[config.mk]
export PLATFORM = sky130hd
export DESIGN_NAME = spi_cfg_arbiter
export DESIGN_NICKNAME = d
export VERILOG_FILES = /design/src/rtl/spi_cfg_arbiter.sv
export SDC_FILE = /design/constraint.sdc
export NUM_CORES = 1
export LEC_CHECK = 0
export CAP_MARGIN = 20
export CORE_ASPECT_RATIO = 0.9
export CORE_MARGIN = 10
export CORE_UTILIZATION = 27
export DETAILED_ROUTE_END_ITERATION = 6
export DONT_BUFFER_PORTS = 1
export SETUP_SLACK_MARGIN = 0.05
export SYNTH_ARGS = -nofsm -noshare
export SYNTH_HDL_FRONTEND = slang
export SYNTH_SLANG_ARGS = --single-unit
[constraint.sdc]
create_clock -name i_clock -period 5.5 [get_ports i_clock]
set_input_delay 1.65 -clock i_clock [delete_from_list [all_inputs] [get_ports i_clock]]
set_output_delay 1.65 -clock i_clock [all_outputs]
set_load 0.05 [all_outputs]
[src/rtl/spi_cfg_arbiter.sv]
// SPI configuration arbiter: replays a power-up write table through the SPI master,
// then serves two requesters round-robin, one transaction at a time, with a timeout guard.
module spi_cfg_arbiter #(
    parameter int unsigned NUM_INIT       = 8,
    parameter int unsigned TIMEOUT_CYCLES = 4095
) (
    input  logic        i_clock,
    input  logic        i_resetn,
    input  logic [1:0]  i_req,
    input  logic [1:0]  i_we,
    input  logic [13:0] i_addr,
    input  logic [15:0] i_wdata,
    output logic [1:0]  o_gnt,
    output logic [1:0]  o_done,
    output logic [7:0]  o_rdata,
    output logic [7:0]  o_initIndex,
    input  logic [6:0]  i_initAddress,
    input  logic [7:0]  i_initData,
    output logic        o_initDone,
    output logic        o_timeout,
    output logic        o_txBegin,
    output logic [6:0]  o_txAddress,
    output logic [7:0]  o_txData,
    input  logic        i_txDone,
    output logic        o_rxBegin,
    output logic [6:0]  o_rxAddress,
    input  logic [7:0]  i_rxData,
    input  logic        i_rxDone
);
    localparam logic [7:0]  LAST_INDEX = 8'(NUM_INIT - 1);
    localparam logic [15:0] LAST_COUNT = 16'(TIMEOUT_CYCLES - 1);

    typedef enum logic [2:0] {
        INIT_ISSUE,
        INIT_WAIT,
        IDLE,
        ISSUE,
        WAIT,
        COMPLETE
    } state_t;

    state_t      state_q, state_d;
    logic [7:0]  index_q, index_d;
    logic        initDone_q, initDone_d;
    logic        timeout_q, timeout_d;
    logic        txBegin_q, txBegin_d;
    logic        rxBegin_q, rxBegin_d;
    logic [6:0]  txAddr_q, txAddr_d;
    logic [7:0]  txData_q, txData_d;
    logic [6:0]  rxAddr_q, rxAddr_d;
    logic [1:0]  gnt_q, gnt_d;
    logic [1:0]  done_q, done_d;
    logic [7:0]  rdata_q, rdata_d;
    logic [15:0] cnt_q, cnt_d;
    logic        last_q, last_d;
    logic        sel_q, sel_d;
    logic        we_q, we_d;
    logic [6:0]  addr_q, addr_d;
    logic [7:0]  wdata_q, wdata_d;

    logic        expired;
    logic        win;
    logic        matched;

    assign expired = (cnt_q == LAST_COUNT);
    assign win     = (i_req == 2'b11) ? ~last_q : i_req[1];
    assign matched = we_q ? i_txDone : i_rxDone;

    always_ff @(posedge i_clock or negedge i_resetn) begin
        if (!i_resetn) begin
            state_q    <= INIT_ISSUE;
            index_q    <= '0;
            initDone_q <= 1'b0;
            timeout_q  <= 1'b0;
            txBegin_q  <= 1'b0;
            rxBegin_q  <= 1'b0;
            txAddr_q   <= '0;
            txData_q   <= '0;
            rxAddr_q   <= '0;
            gnt_q      <= '0;
            done_q     <= '0;
            rdata_q    <= '0;
            cnt_q      <= '0;
            last_q     <= 1'b1;
            sel_q      <= 1'b0;
            we_q       <= 1'b0;
            addr_q     <= '0;
            wdata_q    <= '0;
        end else begin
            state_q    <= state_d;
            index_q    <= index_d;
            initDone_q <= initDone_d;
            timeout_q  <= timeout_d;
            txBegin_q  <= txBegin_d;
            rxBegin_q  <= rxBegin_d;
            txAddr_q   <= txAddr_d;
            txData_q   <= txData_d;
            rxAddr_q   <= rxAddr_d;
            gnt_q      <= gnt_d;
            done_q     <= done_d;
            rdata_q    <= rdata_d;
            cnt_q      <= cnt_d;
            last_q     <= last_d;
            sel_q      <= sel_d;
            we_q       <= we_d;
            addr_q     <= addr_d;
            wdata_q    <= wdata_d;
        end
    end

    // Pulse outputs are registered, so each pulse is visible during the state it leads into;
    // this keeps every output at zero while reset is asserted.
    always_comb begin
        state_d    = state_q;
        index_d    = index_q;
        initDone_d = initDone_q;
        timeout_d  = timeout_q;
        txBegin_d  = 1'b0;
        rxBegin_d  = 1'b0;
        txAddr_d   = txAddr_q;
        txData_d   = txData_q;
        rxAddr_d   = rxAddr_q;
        gnt_d      = '0;
        done_d     = '0;
        rdata_d    = rdata_q;
        cnt_d      = cnt_q;
        last_d     = last_q;
        sel_d      = sel_q;
        we_d       = we_q;
        addr_d     = addr_q;
        wdata_d    = wdata_q;

        case (state_q)
            INIT_ISSUE: begin
                txBegin_d = 1'b1;
                txAddr_d  = i_initAddress;
                txData_d  = i_initData;
                cnt_d     = '0;
                state_d   = INIT_WAIT;
            end
            INIT_WAIT: begin
                cnt_d = cnt_q + 16'd1;
                if (i_txDone || expired) begin
                    if (!i_txDone) begin
                        timeout_d = 1'b1;
                    end
                    if (index_q == LAST_INDEX) begin
                        initDone_d = 1'b1;
                        state_d    = IDLE;
                    end else begin
                        index_d = index_q + 8'd1;
                        state_d = INIT_ISSUE;
                    end
                end
            end
            IDLE: begin
                if (|i_req) begin
                    gnt_d[win] = 1'b1;
                    last_d     = win;
                    sel_d      = win;
                    we_d       = i_we[win];
                    addr_d     = win ? i_addr[13:7] : i_addr[6:0];
                    wdata_d    = win ? i_wdata[15:8] : i_wdata[7:0];
                    state_d    = ISSUE;
                end
            end
            ISSUE: begin
                if (we_q) begin
                    txBegin_d = 1'b1;
                    txAddr_d  = addr_q;
                    txData_d  = wdata_q;
                end else begin
                    rxBegin_d = 1'b1;
                    rxAddr_d  = addr_q;
                end
                cnt_d   = '0;
                state_d = WAIT;
            end
            WAIT: begin
                cnt_d = cnt_q + 16'd1;
                if (matched || expired) begin
                    if (!matched) begin
                        timeout_d = 1'b1;
                    end
                    if (!we_q) begin
                        rdata_d = matched ? i_rxData : 8'hFF;
                    end
                    done_d[sel_q] = 1'b1;
                    state_d       = COMPLETE;
                end
            end
            COMPLETE: begin
                state_d = IDLE;
            end
            default: begin
                state_d = IDLE;
            end
        endcase
    end

    assign o_gnt       = gnt_q;
    assign o_done      = done_q;
    assign o_rdata     = rdata_q;
    assign o_initIndex = index_q;
    assign o_initDone  = initDone_q;
    assign o_timeout   = timeout_q;
    assign o_txBegin   = txBegin_q;
    assign o_txAddress = txAddr_q;
    assign o_txData    = txData_q;
    assign o_rxBegin   = rxBegin_q;
    assign o_rxAddress = rxAddr_q;

endmodule

After elaboration in Yosys (flattened, before gate mapping)
Cells that the tools add are included.

Word-level logic and storage cells: 93. Register bits: 83. Output and inout bits: 46.

Reduce and logical (&&, ||, !) cells: 19. Magnitude comparators: 4. Equality and inequality tests: 13. Mux-type cells: 34. Bitwise operators: 3. $add $sub $neg: 2.

Operator list (count): $pmux W16 S2 (1); $mux W8 (3); $add A16 B1 Y16 const B (1); $eq A16 B12 Y1 const B (1); $pmux W8 S2 (1); $pmux W3 S5 (1); $mux W7 (2); $pmux W7 S2 (1); $mux W1 (13); $ne A2 B2 Y1 const B (6); $reduce_and A3 Y1 (4); $mux W2 (5); $mux W3 (3); $add A8 B1 Y8 const B (1); $eq A8 B3 Y1 const B (1); $eq A3 B2 Y1 const B (2); $reduce_and A2 Y1 (3); $reduce_bool A2 Y1 (3); $reduce_or A2 Y1 (3); $reduce_and A5 Y1 (1); $lt A1 B2 Y1 const B (2); $pmux W1 S2 (2); $eq A3 B1 Y1 const B (1); $eq A3 B3 Y1 const B (1); other kinds (7) (13).

Depth between registers and ports, before layout
Gate-level depths: netlist (run 1).

Word-level depth: 8. Gate-level depth with buffers: 9. Gate-level depth less buffers: 7.

Worst setup path after synthesis (run 1)
Ideal clock, no wire load.

Kind: input-to-reg. Start point: input port i_req[1]. End point: register addr_q[0]. Path slack: 2.647 ns. Stages on the path: 6. Required time: 5.374 ns. Path buffers: 2. Arrival: 2.727 ns. Cells stage by stage: nor2_1 nor2_4 and2_1 buf_2 buf_4 a221o_1.

Cells in the longest elaborated chain, start to end: 3. Elaborated cells on any way between the ends: 5.

Ends and longest elaborated chain: start: declaration (RTL line 9) `input logic [1:0] i_req,`; $eq A2 B2 Y1 (RTL line 66) `assign win = (i_req == 2'b11) ? ~last_q : i_req[1];`; $mux W1 (RTL line 66); $mux W7 (RTL line 162) `addr_d = win ? i_addr[13:7] : i_addr[6:0];`; end signal: assignment (RTL line 106) `addr_q <= addr_d;`; end: declaration (RTL line 58) `logic [6:0] addr_q, addr_d;`.

Parallel ways exist; a longest one is shown, timed or not. A chain may end at the register's enable or synchronous reset.

Final worst setup path (run 1)
Start point: register index_q[3] (netlist: o_initIndex[3]). End point: output port o_initIndex[3].

RTL lines: start: declaration (RTL line 43) `logic [7:0] index_q, index_d;`; start signal: assignment (RTL line 91) `index_q <= index_d;`; end: declaration (RTL line 16) `output logic [7:0] o_initIndex,`.

No word-level cell between the ends.

==> metrics.cfg, run 1 <==
[route]
drt-total-wl_mm = 9.88
first_pass_iters = 4
vias_per_cell = 5.17
post_drt_wl_per_cell_um = 19.2
vias = 2669
antenna_left = 0
drc = 0
drtIter0Drc = 144

[cts]
ctsHoldBuffers = 0
cts_num_sinks = 83
htreeDepth = 3
clk_latency_ps = 340
clock_path_buffers = 2
root_buffer = clkbuf_16
ctsResizeCount = 0
path_clk_slew_ps = 70
postCtsSetupBuffers = 0
cts_buffers = 9
tritoncts = built

[logic_synthesis]
synth_area_um2 = 3720
netlist_top_cells_count = dfrtp_1, nor2_1, nand2_1
yosysWarnings = 0
synth_top_area_share_pct = 55.1
synth.most_common_cell = dfrtp_1
syn_nets = 407
synth_seq_area_share_pct = 55.9
synth_edf_count = 0
synth_cells = 343
async_flop_share_pct = 100
dominantRegCellSynth = dfrtp_1
syn_area_per_cell_um2 = 10.8
yosysUniqueCellTypes = 46
ys_ff_latch = 83
yosys.area.top_type = dfrtp_1
synth_area_leaders = dfrtp_1, a221o_1, mux2i_1

[global_routing]
grt_pass1_vias = 2825
grt_pass1_wl_mm = 16.3
grtUsageTotal_pct = 11.0
antenna_found_initial = 0
overflow = 0
grt_max_degree = 84

[sta]
min_period_over_period_pct = 50.1
relSlewSlack_pct = 31.1
fmax_ghz = 0.363
worst_pin_slew_ps = 1030
fin_worst_skew_ps = 7.23
layout_min_cycle_time_ps = 2760
tns_ps = 0
hold_viol = 0
setup_viol = 0
slew_viol_final = 0
rsz0062_at_grt = no

[place]
dpl.hpwl_mm = 7.37
io_buffers = 0
routabilityCongestion = 0.776
dpl-instance-area_um2 = 3900

[cells_and_area]
drive_gt1_share_pct = 10.6
fill_cells = 1366
num_antenna_cells = 0
area_growth_pct = 12.9
nets = 407
design_area_um2 = 4200

[critical_path]
r2r_end = o_rxAddress[4]$_DFFE_PN0P_
path_class = register to output port
path_max_fanout = 7
critPathLaunch = o_initIndex[3]$_DFFE_PN0P_
r2r_setup_slack_ps = 2750
worst-path-stages = 0
crit_path_start_kind = register
reg2reg_from = state_q[0]$_DFFE_PN0P_
ff2ff_path_depth = 4
critPathCapture = o_initIndex[3]
cp.arrival_ps = 1110
required_ps = 3850
end_kind = output port

[pwr]
swShare_pct = 45.5
netSwitchingPower_mw = 1.23
comb_power_share_pct = 25.1
power_leakage_nw = 1.87
pwr-share-seq_pct = 52.4
power.internal_mw = 1.47
clkPwrFrac_pct = 22.5
power_density_nw_per_um2 = 642
ir_drop_v = 0.000268
finalPower_mw = 2.70

[die]
die_area_um2 = 18900
pin_count = 107
chipWidth_um = 144
die_y_um = 131
rows = 40
initial_core_util_pct = 27.7
core_um2 = 13400

[worst_hold_path]
min_path_type = register to register

[outcome]
status = completed

[run]
drv_cap = 0

==> area by class of cell <==
class / instances / area [um^2] / share of cell area (%)
sequential: 83 / 2080 / 49.5
multi-input combinational: 242 / 1570 / 37.3
clock buffer: 9 / 225 / 5.36
tap: 168 / 210 / 5.00
clock inverter: 7 / 77.6 / 1.85
timing repair buffer: 3 / 30.0 / 0.715
inverter: 4 / 15.0 / 0.357
==> per-stage QoR <==
step	std cells	utilization, %	setup WS (ps)	hold slack [ps]
CTS	516	31.3	2630	438
finish	516	31.3	2740	439
global placement	499	29.0	2450	425
floorplan	343	-	2650	403
global route	516	31.3	2450	460
detailed placement	500	29.1	2390	430
==> kinds of logic (layout without fill, tap and decap cells) <==
kind of cell    Yosys count  count (layout)  synth area share (%)
mux                      23              23                  6.46
compound gates           85              85                  15.9
fa+ha+maj                 3               3                  1.01
flops                    83              83                  55.9
simple gates            124             124                  17.0
buf+inv                  18              23                  2.15
xor+xnor                  7               7                  1.65
==> flip-flops by register name (all words and copies together) (netlist names), 2 cells and up <==
signal       cells
o_gnt            2
o_rxAddress      7
wdata_q          8
o_initIndex      8
o_done           2
state_q          3
o_txAddress      7
o_rdata          8
addr_q           7
o_txData         8
cnt_q           16
==> cell usage in the layout (no fill, tap or decap), types with 3 or more instances in the layout <==
cell type	synthesis	routed
dfrtp_1	82	82
nor2_1	40	39
nand2_1	25	25
o21ai_0	21	21
nor2b_1	19	19
a21oi_1	19	19
a221o_1	16	16
mux2i_1	15	15
clkbuf_16	0	9
nand4_1	8	8
mux2_2	7	7
nand3_1	7	7
o22a_1	7	7
o31ai_1	6	6
nor4_1	5	5
inv_1	4	4
nor3_1	4	4
xor2_1	4	4
nand2b_1	3	3
nor2_2	2	3
xnor2_1	3	3
a31oi_1	3	3
ha_1	3	3
clkinv_4	0	3
==> worst min path at each step <==
stage	from	end	slack, ps	depth (start not counted)
after floorplan	sel_q$_DFFE_PN0P_	o_done[0]$_DFF_PN0_	400	1
after global placement	sel_q$_DFFE_PN0P_	o_done[0]$_DFF_PN0_	430	1
after detailed placement	sel_q$_DFFE_PN0P_	o_done[0]$_DFF_PN0_	430	1
after CTS	sel_q$_DFFE_PN0P_	o_done[0]$_DFF_PN0_	440	1
after global routing	sel_q$_DFFE_PN0P_	o_done[0]$_DFF_PN0_	460	1
final	sel_q$_DFFE_PN0P_	o_done[0]$_DFF_PN0_	440	1
==> layer usage <==
metal  GRT usage (%)  wire, um  vias up
li1                -         -     1256
met1            13.8      4390     1317
met2            15.9      4350       85
met3            5.87      1030       11
met4            3.23       118        0
met5               0         0        -
==> power groups by stage <==
stage                     Clock, mW  Combinational, mW  Sequential, mW
final                         0.608              0.677            1.41
after global routing          0.653              0.780            1.45
after CTS                     0.628              0.683            1.42
after detailed placement          0              0.681            1.43
after global placement            0              0.639            1.43
after floorplan                   0              0.564            1.34
Note: power is estimated with default switching activity, not from simulation.
==> run 2, diff against run 1 <==
==> constraint.sdc (replaced) <==
create_clock -name i_clock -period 2.4 [get_ports i_clock]
set_input_delay 0.72 -clock i_clock [delete_from_list [all_inputs] [get_ports i_clock]]
set_output_delay 0.72 -clock i_clock [all_outputs]
set_load 0.05 [all_outputs]
==> run 2 against run 1 <==
Register-to-register slack got worse by 2600 ps. First-iteration DRC count decreased by 26%. Routed wire length increased by 2.6%. Largest power group unchanged. Cell area increased by 3.8%. Core utilization increased by 1.2 points. Non-clock buffer count increased by 17. Largest cell class unchanged. Worst hold slack got worse by 380 ps.
==> metrics.cfg, run 2 (synthesis gave the netlist of run 1 again) <==
[outcome]
status = completed  ; unchanged

[sta]
fin_ws_ps = 144  ; was 2740 ps
slew_viol_final = 0  ; unchanged
min_period_over_period_pct = 94.0
layout_min_cycle_time_ps = 2260
tns_ps = 0  ; unchanged
relSlewSlack_pct = 46.8  ; was 31.1%
fin_worst_skew_ps = 8.04  ; was 7.23 ps
hold_viol = 0  ; unchanged
worst_pin_slew_ps = 798  ; was 1030 ps
rsz0062_at_grt = yes  ; was no
fin_hold_ws_ps = 54.3  ; was 439 ps
fmax_ghz = 0.443
setup_viol = 0  ; unchanged

[cells_and_area]
post-route-util_pct = 32.5  ; was 31.3%
top_register = cnt_q  ; unchanged
instances_no_fill = 533  ; was 516
layout_commonest_cell = dfrtp_1  ; unchanged
area_growth_pct = 17.2  ; was 12.9%
num_antenna_cells = 0  ; unchanged
design_area_um2 = 4360  ; was 4200 um^2
drive_gt1_share_pct = 15.3  ; was 10.6%
final_cell_mix = dfrtp_1, nor2_1, nand2_1  ; unchanged
largest_register_ffs = 16  ; unchanged
nets = 424  ; was 407

[global_routing]
antenna_found_initial = 0  ; unchanged
overflow = 0  ; unchanged
grtUsageTotal_pct = 11.2  ; was 11.0%
grt_pass1_wl_mm = 16.3  ; about the same
grt_pass1_vias = 2876  ; was 2825
grt_max_degree = 84  ; unchanged

[worst_hold_path]
min_path_type = input pin to asynchronous set/reset pin  ; was register to register

[cts]
cts_num_sinks = 83  ; unchanged
cts_buffers = 9  ; unchanged
tritoncts = built  ; unchanged
htreeDepth = 3  ; unchanged
root_buffer = clkbuf_16  ; unchanged
clock_path_buffers = 2  ; unchanged
clk_latency_ps = 350  ; was 340 ps
path_clk_slew_ps = 70  ; about the same
ctsHoldBuffers = 0  ; unchanged

[place]
dpl-instance-area_um2 = 4020  ; was 3900 um^2
dpl.hpwl_mm = 7.32  ; was 7.37 mm
dp_slack_ps = 140  ; was 2390 ps
dp_cells = 515  ; was 500
io_buffers = 0  ; unchanged
routabilityCongestion = 0.788  ; was 0.776

[die]
rows = 40  ; unchanged
chipWidth_um = 144  ; unchanged
pin_count = 107  ; unchanged
initial_core_util_pct = 27.7  ; unchanged
die_y_um = 131  ; unchanged
core_um2 = 13400  ; unchanged
die_area_um2 = 18900  ; unchanged

[route]
wl_met1_mm = 4.19  ; was 4.39 mm
wl_met3_mm = 1.18  ; was 1.03 mm
first_pass_iters = 4  ; unchanged
vias_per_cell = 5.13  ; was 5.17
vias = 2735  ; was 2669
drc = 0  ; unchanged
wl_met2_mm = 4.66  ; was 4.35 mm
post_drt_wl_per_cell_um = 19.0  ; was 19.2 um
top_layer = met4  ; unchanged
drtIter0Drc = 107  ; was 144
drt-total-wl_mm = 10.1  ; was 9.88 mm
antenna_left = 0  ; unchanged

[run]
drv_cap = 0  ; unchanged

[critical_path]
ff2ff_path_depth = 7  ; was 4
end_kind = register  ; was output port
r2r_end = o_initIndex[7]$_DFFE_PN0P_  ; was o_rxAddress[4]$_DFFE_PN0P_
cp.arrival_ps = 2540  ; was 1110 ps
crit_path_start_kind = register  ; unchanged
path_max_fanout = 5  ; was 7
reg2reg_from = cnt_q[0]$_DFFE_PN0P_  ; was state_q[0]$_DFFE_PN0P_
required_ps = 2680  ; was 3850 ps
path_class = register to register  ; was register to output port
r2r_setup_slack_ps = 140  ; was 2750 ps

[pwr]
finalPower_mw = 6.45  ; was 2.70 mW
ir_drop_v = 0.000792  ; was 0.000268 V
power_leakage_nw = 1.97  ; was 1.87 nW
power_density_nw_per_um2 = 1480  ; was 642 nW/um^2

run 2: layout make-up:
type	instances	area, um^2
inverter	4	15.0
multi-input combinational	242	1580
sequential	83	2080
clock buffer	9	225
clock inverter	7	87.6
tap	168	210
timing repair buffer	20	163
fill	1372	9050
run 2: layer usage:
metal	vias up	global-route usage (%)
met1	1332	13.6
li1	1286	-
met5	-	0
met2	107	16.6
met4	0	3.40
met3	10	6.20
run 2: worst max-delay path, stage by stage (launching register included):
cell     delay, ps
dfrtp_1        430
inv_1          110
ha_1           150
or3b_4         380
nor4_4         420
nor2_2         120
nor4_1         400
xor2_1         170
run 2: how the worst max path moves through the flow:
| stage | startpoint | slack, ps | depth (start not counted) | to |
|---|---|---|---|---|
| 4_1_cts | cnt_q[0]$_DFFE_PN0P_ | 110 | 7 | o_initIndex[1]$_DFFE_PN0P_ |
| 2_1_floorplan | o_initIndex[5]$_DFFE_PN0P_ | 310 | 4 | o_initIndex[1]$_DFFE_PN0P_ |
| 3_5_place_dp | cnt_q[0]$_DFFE_PN0P_ | 140 | 7 | o_initIndex[1]$_DFFE_PN0P_ |
| 6_report | cnt_q[0]$_DFFE_PN0P_ | 140 | 7 | o_initIndex[7]$_DFFE_PN0P_ |
| 5_1_grt | cnt_q[0]$_DFFE_PN0P_ | 9 | 7 | o_initIndex[1]$_DFFE_PN0P_ |
| 3_3_place_gp | cnt_q[0]$_DFFE_PN0P_ | 180 | 7 | o_initIndex[1]$_DFFE_PN0P_ |
run 2: what timing repair did:
action,4_1_cts,5_1_grt
setup buffers,0,2
gates resized for setup,0,3
endpoints found under the setup margin,0,12
run 2: where the power goes:
part	total [mW]	internal [mW]	switching, mW	leakage (nW)
Sequential	2.97	1.86	1.11	1.05
Clock	1.47	0.833	0.632	0.155
Combinational	2.02	0.838	1.18	0.768
Total	6.45	3.53	2.92	1.97
==> run 3, diff against run 2 <==
--- a/config.mk
+++ b/config.mk
@@ -11,6 +11,7 @@
 export CORE_UTILIZATION = 27
 export DETAILED_ROUTE_END_ITERATION = 6
 export DONT_BUFFER_PORTS = 1
+export RECOVER_POWER = 50
 export SETUP_SLACK_MARGIN = 0.05
 export SYNTH_ARGS = -nofsm -noshare
 export SYNTH_HDL_FRONTEND = slang
==> run 3 against run 2 <==
Core utilization fell by 0.19 points. Final cell count stayed put. Non-clock buffer count unchanged. Flip-flop and latch count unchanged. Combinational power down 2%. Critical path depth stayed put. Sequential share of layout area grew 0.27 points. Global-route usage stayed put. Largest power group unchanged. Worst setup slack better by 1.4 ps. Total power fell by 0.45%. Sequential power hardly changed. Routed wire length rose by 0.41%. Critical endpoint unchanged.
==> metrics.cfg, run 3 (synthesis gave the netlist of run 1 again) <==
[route]
post_drt_wl_per_cell_um = 19.1  ; was 19.0 um
vias = 2745  ; was 2735
vias_per_cell = 5.15  ; was 5.13
drt-total-wl_mm = 10.2  ; was 10.1 mm
first_pass_iters = 4  ; unchanged
antenna_left = 0  ; unchanged
drc = 0  ; unchanged
drtIter0Drc = 107  ; unchanged

[cells_and_area]
largest_register_ffs = 16  ; unchanged
nets = 424  ; unchanged
final_cell_mix = dfrtp_1, nor2_1, nand2_1  ; unchanged
num_antenna_cells = 0  ; unchanged
area_growth_pct = 16.5  ; was 17.2%
layout_commonest_cell = dfrtp_1  ; unchanged
top_register = cnt_q  ; unchanged
post-route-util_pct = 32.3  ; was 32.5%
fill_cells = 1379  ; was 1372
drive_gt1_share_pct = 13.7  ; was 15.3%

[critical_path]
crit_path_start_kind = register  ; unchanged
path_max_fanout = 5  ; unchanged
cp.arrival_ps = 2540  ; about the same
reg2reg_from = cnt_q[0]$_DFFE_PN0P_  ; unchanged
end_kind = register  ; unchanged
ff2ff_path_depth = 7  ; unchanged
required_ps = 2690  ; was 2680 ps
r2r_end = o_initIndex[7]$_DFFE_PN0P_  ; unchanged
path_class = register to register  ; unchanged
r2r_setup_slack_ps = 150  ; was 140 ps

[worst_hold_path]
min_path_type = input pin to asynchronous set/reset pin  ; unchanged

[cts]
ctsHoldBuffers = 0  ; unchanged
htreeDepth = 3  ; unchanged
cts_buffers = 9  ; unchanged
path_clk_slew_ps = 70  ; about the same
cts_num_sinks = 83  ; unchanged
root_buffer = clkbuf_16  ; unchanged
clock_path_buffers = 2  ; unchanged
tritoncts = built  ; unchanged
clk_latency_ps = 360  ; was 350 ps

[place]
io_buffers = 0  ; unchanged
dpl.hpwl_mm = 7.32  ; unchanged
routabilityCongestion = 0.788  ; unchanged

[pwr]
power_density_nw_per_um2 = 1480  ; about the same
power_leakage_nw = 1.95  ; was 1.97 nW
power.internal_mw = 3.49  ; was 3.53 mW
comb_power_share_pct = 30.9  ; was 31.3%
swShare_pct = 45.6  ; was 45.3%
clkPwrFrac_pct = 22.8  ; was 22.7%
netSwitchingPower_mw = 2.93  ; was 2.92 mW
pwr-share-seq_pct = 46.2  ; was 46.0%
ir_drop_v = 0.000791  ; was 0.000792 V

[global_routing]
grt_max_degree = 84  ; unchanged
overflow = 0  ; unchanged
grtUsageTotal_pct = 11.2  ; unchanged
grt_pass1_vias = 2876  ; unchanged
antenna_found_initial = 0  ; unchanged
grt_pass1_wl_mm = 16.3  ; unchanged

[sta]
layout_min_cycle_time_ps = 2250  ; was 2260 ps
rsz0062_at_grt = yes  ; unchanged
fmax_ghz = 0.444  ; was 0.443 GHz
worst_pin_slew_ps = 798  ; about the same
hold_viol = 0  ; unchanged
tns_ps = 0  ; unchanged
fin_worst_skew_ps = 8.47  ; was 8.04 ps
slew_viol_final = 0  ; unchanged
setup_viol = 0  ; unchanged
min_period_over_period_pct = 93.9  ; was 94.0%
relSlewSlack_pct = 46.8  ; about the same

[die]
initial_core_util_pct = 27.7  ; unchanged
die_area_um2 = 18900  ; unchanged
pin_count = 107  ; unchanged
die_y_um = 131  ; unchanged
rows = 40  ; unchanged
core_um2 = 13400  ; unchanged
chipWidth_um = 144  ; unchanged

[outcome]
status = completed  ; unchanged

[run]
drv_cap = 0  ; unchanged

==> run 3: cell types whose count changed in the layout (fill, tap and decap cells not counted), sizes merged <==
cell    previous run  this run
clkbuf             9        16
buf               20        13
==> run 3: power groups by stage <==
stage | Combinational (mW) | Sequential (mW) | Clock, mW
floorplan | 1.29 | 3.06 | 0
global placement | 1.95 | 2.99 | 0
detailed placement | 2.02 | 3.01 | 0
CTS | 2.03 | 2.98 | 1.52
global route | 2.22 | 3.04 | 1.58
finish | 1.98 | 2.97 | 1.47
==> run 3: worst max path at each step <==
stage,start,to,slack [ps],cells past startpoint
CTS,cnt_q[0]$_DFFE_PN0P_,o_initIndex[1]$_DFFE_PN0P_,110,7
floorplan,o_initIndex[5]$_DFFE_PN0P_,o_initIndex[1]$_DFFE_PN0P_,310,4
global placement,cnt_q[0]$_DFFE_PN0P_,o_initIndex[1]$_DFFE_PN0P_,180,7
global route,cnt_q[0]$_DFFE_PN0P_,o_initIndex[1]$_DFFE_PN0P_,9,7
detailed placement,cnt_q[0]$_DFFE_PN0P_,o_initIndex[1]$_DFFE_PN0P_,140,7
finish,cnt_q[0]$_DFFE_PN0P_,o_initIndex[7]$_DFFE_PN0P_,150,7
==> run 3: worst max-delay path: stages (launching register included) <==
cell	delay, ps
dfrtp_1	420
inv_1	110
ha_1	150
or3b_4	380
nor4_4	420
nor2_2	120
nor4_1	400
xor2_1	170
==> run 3: what timing repair did <==
action | 4_1_cts | 5_1_grt
setup buffers | 0 | 2
gates resized for setup | 0 | 3
endpoints found under the setup margin | 0 | 12
==> run 3: per-layer routing <==
| layer | GRT usage (%) | vias to the layer above | part of all wire (%) |
|---|---|---|---|
| met2 | 16.6 | 95 | 46 |
| li1 | - | 1286 | - |
| met1 | 13.6 | 1354 | 42 |
| met5 | 0 | - | 0 |
| met3 | 6.20 | 10 | 11 |
| met4 | 3.40 | 0 | 1.1 |
==> run 3: cell type report <==
type                    instances  area [um^2]  area share [%]
multi-input cells             242         1580            36.5
inverters                       4         15.0           0.346
repair buffers                 20          138            3.17
well taps                     168          210            4.85
clock inverters                 7         87.6            2.02
clock buffers                   9          225            5.19
flip-flops and latches         83         2080            47.9
==> run 3: stage by stage <==
stage | hold WS, ps | setup slack, ps | instances | instance area, um^2 | power (mW)
2_1_floorplan | 403 | 310 | 343 | 3720 | 4.35
3_3_place_gp | 427 | 177 | 515 | 4020 | 4.93
3_5_place_dp | 427 | 140 | 515 | 4020 | 5.03
4_1_cts | 36.2 | 110 | 531 | 4330 | 6.53
5_1_grt | 29.3 | 9.00 | 533 | 4340 | 6.85
6_report | 54.2 | 146 | 533 | 4340 | 6.42
